<file path="config.mk">
export PLATFORM = sky130hd
export DESIGN_NAME = uart_rx_framer
export DESIGN_NICKNAME = d
export VERILOG_FILES = /design/src/rtl/uart_pkg.sv /design/src/rtl/uart_rx_sync.sv /design/src/rtl/uart_rx_framer.sv
export SDC_FILE = /design/constraint.sdc
export NUM_CORES = 1
export LEC_CHECK = 0
export CAP_MARGIN = 20
export CORE_ASPECT_RATIO = 1.5
export CORE_MARGIN = 3
export CORE_UTILIZATION = 52
export CTS_BUF_LIST = sky130_fd_sc_hd__clkbuf_2 sky130_fd_sc_hd__clkbuf_4 sky130_fd_sc_hd__clkbuf_8
export CTS_CLUSTER_SIZE = 10
export DETAILED_ROUTE_END_ITERATION = 12
export PLACE_DENSITY_LB_ADDON = 0.05
export RECOVER_POWER = 100
export SLEW_MARGIN = 0
export SYNTH_ARGS = -nofsm -noshare
export SYNTH_HDL_FRONTEND = slang
export SYNTH_HIERARCHICAL = 1
export SYNTH_SLANG_ARGS = --single-unit
</file>
<file path="constraint.sdc">
create_clock -name i_clock -period 1.83 [get_ports i_clock]
set_clock_uncertainty 0.15 [all_clocks]
set_input_delay 0.2745 -clock i_clock [delete_from_list [all_inputs] [get_ports i_clock]]
set_output_delay 0.2745 -clock i_clock [all_outputs]
set_load 0.01 [all_outputs]
</file>
<file path="src/rtl/uart_pkg.sv">
// Shared types and helpers for the UART receive path.
package uart_pkg;

  localparam int UART_DATA_BITS = 8;

  typedef enum logic [2:0] {
    IDLE,
    START,
    DATA,
    PARITY,
    STOP,
    WAIT_IDLE
  } rx_state_t;

  function automatic logic majority3(input logic a, input logic b, input logic c);
    return (a & b) | (a & c) | (b & c);
  endfunction

endpackage

</file>
<file path="src/rtl/uart_rx_sync.sv">
// Two-flop synchroniser for the asynchronous serial line; resets to the idle (high) level.
module uart_rx_sync (
  input  logic clock,
  input  logic reset,
  input  logic line,
  output logic line_sync
);

  logic meta;

  always_ff @(posedge clock) begin
    if (reset) begin
      meta      <= 1'b1;
      line_sync <= 1'b1;
    end else begin
      meta      <= line;
      line_sync <= meta;
    end
  end

endmodule

</file>
<file path="src/rtl/uart_rx_framer.sv">
// UART 8N1 receiver with majority sampling, glitch rejection, framing/break/overrun flags and a
// valid/ready output register. Optional parity bit when UART_PARITY_EN is defined.
//
// state     | meaning
// IDLE      | line high, waiting for a start edge
// START     | confirming the start bit at mid-bit, rejecting glitches
// DATA      | shifting in 8 data bits, LSB first
// PARITY    | sampling the parity bit (UART_PARITY_EN only)
// STOP      | half stop bit: deliver the byte or flag a framing error
// WAIT_IDLE | after a framing error, hold until the line returns high
module uart_rx_framer
  import uart_pkg::*;
#(
  parameter int CLKS_PER_BIT = 87,
  parameter bit PARITY_ODD   = 1'b0
) (
  input  logic       i_clock,
  input  logic       i_reset,
  input  logic       i_rx_serial,
  input  logic       i_rx_ready,
  output logic       o_rx_valid,
  output logic [7:0] o_rx_byte,
  output logic       o_rx_busy,
  output logic       o_frame_err,
  output logic       o_break,
  output logic       o_overrun,
  output logic       o_parity_err
);

  localparam int CW = $clog2(CLKS_PER_BIT);
  localparam logic [CW-1:0] CNT_LAST = CW'(CLKS_PER_BIT - 1);
  localparam logic [CW-1:0] SMP_A    = CW'(CLKS_PER_BIT / 2 - 1);
  localparam logic [CW-1:0] SMP_B    = CW'(CLKS_PER_BIT / 2);
  localparam logic [CW-1:0] SMP_C    = CW'(CLKS_PER_BIT / 2 + 1);
  localparam logic [2:0]    BIT_LAST = 3'(UART_DATA_BITS - 1);

  rx_state_t state, state_nx;

  logic                      line_s;
  logic [CW-1:0]             cnt, cnt_nx;
  logic [2:0]                bit_idx, bit_idx_nx;
  logic [UART_DATA_BITS-1:0] shift, shift_nx;
  logic                      s0, s0_nx, s1, s1_nx;
  logic                      maj, mid, bit_end;
  logic                      deliver_q, deliver_nx;
  logic                      ferr_nx, brk_nx;
  logic                      par_bad;

  uart_rx_sync u_sync (
    .clock    (i_clock),
    .reset    (i_reset),
    .line     (i_rx_serial),
    .line_sync(line_s)
  );

  assign maj       = majority3(s0, s1, line_s);
  assign mid       = (cnt == SMP_C);
  assign bit_end   = (cnt == CNT_LAST);
  assign o_rx_busy = (state != IDLE);

`ifdef UART_PARITY_EN
  logic perr_nx, par_bad_nx;

  always_ff @(posedge i_clock) begin
    if (i_reset) begin
      par_bad      <= 1'b0;
      o_parity_err <= 1'b0;
    end else begin
      par_bad      <= par_bad_nx;
      o_parity_err <= perr_nx;
    end
  end
`else
  assign par_bad = 1'b0;
  // PARITY_ODD has no effect on the 8N1 build
  assign o_parity_err = 1'b0 & PARITY_ODD;
`endif

  always_ff @(posedge i_clock) begin
    if (i_reset) state <= IDLE;
    else         state <= state_nx;
  end

  always_comb begin
    state_nx   = state;
    cnt_nx     = bit_end ? '0 : cnt + CW'(1);
    bit_idx_nx = bit_idx;
    shift_nx   = shift;
    s0_nx      = (cnt == SMP_A) ? line_s : s0;
    s1_nx      = (cnt == SMP_B) ? line_s : s1;
    deliver_nx = 1'b0;
    ferr_nx    = 1'b0;
    brk_nx     = 1'b0;
`ifdef UART_PARITY_EN
    perr_nx    = 1'b0;
    par_bad_nx = par_bad;
`endif
    case (state)
      IDLE: begin
        cnt_nx     = '0;
        bit_idx_nx = '0;
`ifdef UART_PARITY_EN
        par_bad_nx = 1'b0;
`endif
        if (!line_s) state_nx = START;
      end
      START: begin
        if (mid && maj)   state_nx = IDLE;
        else if (bit_end) state_nx = DATA;
      end
      DATA: begin
        if (mid) shift_nx = {maj, shift[UART_DATA_BITS-1:1]};
        if (bit_end) begin
          bit_idx_nx = bit_idx + 3'd1;
`ifdef UART_PARITY_EN
          if (bit_idx == BIT_LAST) state_nx = PARITY;
`else
          if (bit_idx == BIT_LAST) state_nx = STOP;
`endif
        end
      end
`ifdef UART_PARITY_EN
      PARITY: begin
        // even parity expects the bit to equal the XOR of the data bits
        if (mid && (maj != ((^shift) ^ PARITY_ODD))) begin
          perr_nx    = 1'b1;
          par_bad_nx = 1'b1;
        end
        if (bit_end) state_nx = STOP;
      end
`endif
      STOP: begin
        if (mid) begin
          if (maj) begin
            deliver_nx = !par_bad;
            state_nx   = IDLE;
          end else begin
            ferr_nx  = 1'b1;
            brk_nx   = (shift == '0);
            state_nx = WAIT_IDLE;
          end
        end
      end
      WAIT_IDLE: begin
        if (line_s) state_nx = IDLE;
      end
      default: state_nx = IDLE;
    endcase
  end

  always_ff @(posedge i_clock) begin
    if (i_reset) begin
      cnt         <= '0;
      bit_idx     <= '0;
      shift       <= '0;
      s0          <= 1'b1;
      s1          <= 1'b1;
      deliver_q   <= 1'b0;
      o_frame_err <= 1'b0;
      o_break     <= 1'b0;
      o_overrun   <= 1'b0;
      o_rx_valid  <= 1'b0;
      o_rx_byte   <= '0;
    end else begin
      cnt         <= cnt_nx;
      bit_idx     <= bit_idx_nx;
      shift       <= shift_nx;
      s0          <= s0_nx;
      s1          <= s1_nx;
      deliver_q   <= deliver_nx;
      o_frame_err <= ferr_nx;
      o_break     <= brk_nx;
      o_overrun   <= 1'b0;
      // shift is untouched in IDLE, so it still holds the byte one cycle after the stop decision
      if (deliver_q) begin
        if (!o_rx_valid || i_rx_ready) begin
          o_rx_byte  <= shift;
          o_rx_valid <= 1'b1;
        end else begin
          o_overrun <= 1'b1;
        end
      end else if (o_rx_valid && i_rx_ready) begin
        o_rx_valid <= 1'b0;
      end
    end
  end

endmodule
</file>
==> impl_metrics.py, run 1 <==
metrics = {
    "synthesis": {
        "yosys_warnings": 6,
        "syn-mean-instance-area_um2": 9.90,
        "flops_latches_synth": 38,
        "synth-edff-count": 0,
        "ys_async_sr_fraction": 0,
        "synth_fp_nets": 175,
        "synth_cells": 166,
        "dominantRegCellSynth": "dfxtp_1",
        "distinct_cell_type_count_of_the_synthesized_netlist": 47,
        "syn_area_mm2": 0.00164,
        "synth.yosys.seq_area_share": 0.463,
    },
    "critical_path": {
        "critPathBufInv": 0,
        "worstSetupStartpointType": "register",
        "worst-r2r-cell-count": 4,
        "crit_path_end_kind": "register",
        "crit_path_category": "register to register",
        "critPathRequiredTime_ns": 1.85,
        "r2r_start": "state[1]",
        "cpPeakStageDelay_ns": 0.37,
        "worst-endpoint-arrival_ns": 1.86,
        "critical_path.max_fanout": 8,
        "r2r_setup_slack_ns": -0.006,
        "r2r_end": "state[0]",
        "critPathSlowestCell": "dfxtp_4",
        "crit_family": "compound AO/OA/AOI/OAI gates",
        "cp_cell_sequence": "or3b_1 > a41o_1 > o2111ai_4 > mux2_4",
    },
    "finish": {
        "nets": 216,
        "utilization": 0.728,
        "layout.cells.most_common": "dfxtp_1",
        "insertedDiodeCount": 0,
        "synth_to_layout_area_growth_pct": 31.7,
        "finalNonFillerCells": 246,
        "share_of_cells_above_drive_strength_1": 0.251,
        "mostFrequentLayoutCells": "dfxtp_1 (33), nor2_1 (27), mux2i_1 (19), buf_4 (17), dlygate4sd3_1 (13)",
    },
    "sta": {
        "max_clock_freq_mhz": 545,
        "post-route-worst-setup-slack_ns": -0.00573,
        "timing_hold_violations_final": 0,
        "rsz0062_at_grt": "true",
        "setup_tns_final_ns": -0.00573,
        "hold_ws_ns": 0.249,
        "timing.final.max_slew_violations": 0,
        "finalWorstPathRequiredPeriod_ns": 1.84,
        "timing.final.setup_violations": 1,
        "finalCritPeriodShare": 1.00,
    },
    "cts": {
        "cts-root-to-sink-buffers": 2,
        "cts.sinks": 38,
        "total_clock_buffers_created_by_cts": 5,
        "tritoncts": "done",
        "h_tree_depth": 2,
        "clk_root_buffer_cell": "clkbuf_8",
        "clkTransAtPathRegs_ns": 0.07,
        "clock_latency_ns": 0.28,
        "holdBufCountCts": 0,
    },
    "drt": {
        "detail_route.wl_per_cell_um": 14.3,
        "detail_route.iter0.violations": 20,
        "drt_wl_total_um": 3520,
        "antenna_violating_nets_post_route": 0,
        "routed_via_density": 5.39,
        "drcViolationCount": 0,
        "firstDrtPassIters": 4,
        "dr_total_vias": 1327,
    },
    "hold_path": {
        "hold_start": "u_sync/meta",
        "worst_hold_path.num_cells": 1,
        "hold_crit_endpoint": "u_sync/line_sync",
        "holdCritPathClass": "register to register",
    },
    "place": {
        "placedCellCount": 233,
        "place_congestion": 0.829,
        "dp_hpwl_um": 2490,
        "port_bufs": 16,
        "placement.setup.worst_slack_ns": -0.0469,
    },
    "die": {
        "placeableCoreArea_mm2": 0.00297,
        "fp.dieH_um": 74.8,
        "fp.dieArea_mm2": 0.00388,
        "start_util": 0.553,
        "io_pins": 18,
        "number_of_rows_in_the_core_area": 24,
        "die_x_um": 51.9,
    },
    "global_route": {
        "total_routing_usage_gr": 0.198,
        "global_route.overflow_total": 0,
        "grt_max_degree": 21,
        "grt_first_pass_wirelength_um": 5610,
        "number_of_global_route_vias_before_repair": 1327,
        "grt_antenna_before_repair": 0,
    },
    "run_status": {
        "outcome": "finished, violations left",
        "violations": "negative setup slack",
    },
    "pwr": {
        "pwr_density_cell_mw_per_mm2": 781,
        "total_leakage_power_nw": 0.933,
        "max-vdd-ir-drop_v": 0.000688,
    },
    "run": {
        "timing.max_cap.violations": 0,
    },
}
-- how the worst max path moves through the flow --
stage | cells after the start | startpoint | to
2_1_floorplan | 5 | state[2] | state[0]
3_3_place_gp | 4 | state[0] | state[0]
3_5_place_dp | 4 | state[2] | state[0]
4_1_cts | 6 | cnt[0] | state[0]
5_1_grt | 6 | bit_idx[0] | state[0]
6_report | 4 | state[1] | state[0]
-- timing repair --
| action | in CTS | in global routing |
|---|---|---|
| pin swaps | 3 | 5 |
| setup buffers | 2 | 4 |
| endpoints found under the setup margin | 4 | 12 |
| gates resized for setup | 11 | 20 |
-- where the power goes --
| group | switching [mW] | internal [mW] | leakage (nW) |
|---|---|---|---|
| registers | 0.0176 | 0.845 | 0.309 |
| clock network | 0.262 | 0.292 | 0.0452 |
| logic | 0.126 | 0.149 | 0.579 |
-- cell usage after synthesis (2+ instances only) --
cell      instances  area [um2]
nand2_1           6        22.5
xor2_1            2        17.5
inv_1             7        26.3
nor4_1            3        18.8
nand3b_1          3        22.5
nor2_1           27         101
a41o_1            2        20.0
and3_1            2        12.5
xnor2_1           3        26.3
clkbuf_1          3        11.3
o21ai_0           4        20.0
dfxtp_1          38         761
ha_1              5        62.6
nand3_1           5        25.0
mux2i_1          19         190
a21oi_1           4        20.0
or3b_2            2        17.5
or2_1             2        12.5
-- final cells by class --
| class | count | area (um2) |
|---|---|---|
| multi-input cells | 115 | 887 |
| repair buffers | 40 | 343 |
| fillers | 232 | 810 |
| flip-flops and latches | 38 | 774 |
| clock buffers | 7 | 83.8 |
| inverters | 7 | 26.3 |
| well taps | 39 | 48.8 |
-- metal layers --
| metal | vias up | wire, um | GRT usage |
|---|---|---|---|
| met5 | - | 0 | 0 |
| met1 | 641 | 1410 | 0.195 |
| li1 | 659 | - | - |
| met3 | 8 | 87 | 0.0455 |
| met4 | 0 | 93 | 0.111 |
| met2 | 19 | 1930 | 0.372 |
-- logic make-up (layout without fill, tap and decap cells) --
group / Yosys count / in the layout / share of synthesized area
XOR/XNOR: 5 / 5 / 0.0267
buffers and inverters: 13 / 54 / 0.0335
multiplexers: 20 / 20 / 0.123
flip-flops: 38 / 38 / 0.463
adder cells (fa/ha/maj): 6 / 6 / 0.0442
AO/OA/AOI/OAI: 19 / 19 / 0.0884
other: 1 / 1 / 0.00228
AND/OR/NAND/NOR: 64 / 64 / 0.219
-- flip-flops by register name (all words and copies together) (netlist names) --
register,cells
o_rx_byte,8
shift,8
cnt,7
bit_idx,3
state,3
deliver_q,1
o_break,1
o_frame_err,1
o_overrun,1
o_rx_valid,1
s0,1
s1,1
u_sync/line_sync,1
u_sync/meta,1
-- worst register-to-register path: stages (launching register included) --
cell and delay [ns]:
dfxtp_4 0.37, or3b_1 0.37, a41o_1 0.27, o2111ai_4 0.25
mux2_4 0.32
-- per-stage QoR --
stage                     cell area, um2  total power [mW]
after CTS                           2100              1.66
final                               2160              1.69
after global placement              1970              1.07
after global routing                2160              1.77
after floorplan                     1660              1.00
after detailed placement            1970              1.08
Power figures use the tool's default switching activity.
==> inputs of run 2 (changes only) <==
- SKIP_CTS_REPAIR_TIMING: unset -> 1
==> impl_metrics.py, run 2 (synthesis gave the netlist of run 1 again) <==
metrics = {
    "global_route": {
        "number_of_global_route_vias_before_repair": 1295,
        "global_route.overflow_total": 0,
        "total_routing_usage_gr": 0.195,
        "grt_first_pass_wirelength_um": 5510,
        "grt_max_degree": 21,
        "grt_antenna_before_repair": 0,
    },
    "critical_path": {
        "worstSetupStartpointType": "register",
        "r2r_start": "cnt[0]",
        "timing.critical_path.from": "cnt[0]",
        "crit_path_end_kind": "register",
        "worst-endpoint-arrival_ns": 1.87,
        "critPathRequiredTime_ns": 1.85,
        "worst-r2r-cell-count": 6,
        "critical_path.max_fanout": 3,
        "setup.worst_path.end": "state[0]",
        "crit_path_category": "register to register",
        "r2r_setup_slack_ns": -0.02,
        "r2r_end": "state[0]",
    },
    "drt": {
        "drt_wl_total_um": 3300,
        "detail_route.wl_per_cell_um": 13.6,
        "detail_route.iter0.violations": 15,
        "met3_length_um": 55,
        "dr_total_vias": 1318,
        "firstDrtPassIters": 2,
        "routed_via_density": 5.45,
        "antenna_violating_nets_post_route": 0,
        "top_signal_layer_used": "met4",
        "met2RoutedLength_um": 1790,
        "routed_metal_1_wire_length_um": 1340,
        "drcViolationCount": 0,
    },
    "place": {
        "port_bufs": 16,
        "dp_hpwl_um": 2490,
        "place_congestion": 0.829,
        "placement.setup.worst_slack_ns": -0.0469,
    },
    "finish": {
        "share_of_cells_above_drive_strength_1": 0.241,
        "biggestRegsByFlops": "o_rx_byte x8, shift x8, cnt x7",
        "nets": 212,
        "mostFrequentLayoutCells": "dfxtp_1 (33), nor2_1 (27), mux2i_1 (19), buf_4 (17), clkdlybuf4s50_1 (14)",
        "layout.cells.most_common": "dfxtp_1",
        "synth_to_layout_area_growth_pct": 28.0,
        "insertedDiodeCount": 0,
        "utilization": 0.707,
    },
    "sta": {
        "max_clock_freq_mhz": 541,
        "timing.final.setup_violations": 1,
        "finalCritPeriodShare": 1.01,
        "post-route-worst-setup-slack_ns": -0.0187,
        "timing_hold_violations_final": 0,
        "finalWorstPathRequiredPeriod_ns": 1.85,
        "timing.final.max_slew_violations": 0,
        "rsz0062_at_grt": "true",
    },
    "run_status": {
        "outcome": "finished, violations left",
        "violations": "negative setup slack",
    },
    "cts": {
        "clkTransAtPathRegs_ns": 0.07,
        "h_tree_depth": 2,
        "tritoncts": "done",
        "cts-root-to-sink-buffers": 2,
        "total_clock_buffers_created_by_cts": 5,
        "clock_latency_ns": 0.28,
        "cts.sinks": 38,
        "clk_root_buffer_cell": "clkbuf_8",
    },
    "die": {
        "number_of_rows_in_the_core_area": 24,
        "placeableCoreArea_mm2": 0.00297,
        "fp.dieArea_mm2": 0.00388,
        "io_pins": 18,
        "die_x_um": 51.9,
        "fp.dieH_um": 74.8,
        "start_util": 0.553,
    },
    "run": {
        "timing.max_cap.violations": 0,
    },
    "pwr": {
        "total_leakage_power_nw": 0.872,
        "max-vdd-ir-drop_v": 0.000680,
        "pwr_density_cell_mw_per_mm2": 781,
    },
    "hold_path": {
        "holdCritPathClass": "register to register",
    },
}
[run 2: area by class of cell]
cell class | count | area [um2]
clock buffers | 7 | 83.8
repair buffers | 36 | 319
inverters | 7 | 26.3
well taps | 39 | 48.8
multi-input cells | 115 | 858
flip-flops and latches | 38 | 767
fillers | 230 | 870
[run 2: through the flow]
| step | total power [mW] | hold WS [ns] | setup TNS [ns] | area [um2] | std cells |
|---|---|---|---|---|---|
| floorplan | 1.00 | 0.222 | 0 | 1660 | 166 |
| global placement | 1.07 | 0.245 | 0 | 1970 | 233 |
| detailed placement | 1.08 | 0.249 | -0.0623 | 1970 | 233 |
| CTS | 1.64 | 0.260 | -0.385 | 2060 | 240 |
| global route | 1.73 | 0.272 | -0.245 | 2100 | 242 |
| finish | 1.64 | 0.247 | -0.0187 | 2100 | 242 |
[run 2: worst min path at each step]
| stage | startpoint | end | slack, ns | depth (start not counted) |
|---|---|---|---|---|
| floorplan | i_reset | u_sync/line_sync | 0.22 | 1 |
| global placement | u_sync/meta | u_sync/line_sync | 0.25 | 1 |
| detailed placement | u_sync/meta | u_sync/line_sync | 0.25 | 1 |
| CTS | u_sync/meta | u_sync/line_sync | 0.26 | 1 |
| global route | u_sync/meta | u_sync/line_sync | 0.27 | 1 |
| finish | u_sync/meta | u_sync/line_sync | 0.25 | 1 |
[run 2: worst max-delay path: stages, from the launching register on]
cell and delay (ns):
dfxtp_2 0.33, inv_2 0.07, ha_4 0.12, nand4b_1 0.20
o31ai_2 0.38, o2111ai_2 0.18, mux2_4 0.32
[run 2: report_power, final]
group / switching [mW] / leakage, nW / total (mW) / internal (mW)
clock: 0.264 / 0.0452 / 0.556 / 0.292
combinational: 0.0977 / 0.517 / 0.221 / 0.124
sequential: 0.0212 / 0.309 / 0.867 / 0.846
total: 0.383 / 0.872 / 1.64 / 1.26
[run 2: routing by layer]
metal,up-vias,track usage
met1,642,0.195
met3,10,0.0436
met2,14,0.359
met4,0,0.114
met5,-,0
li1,652,-
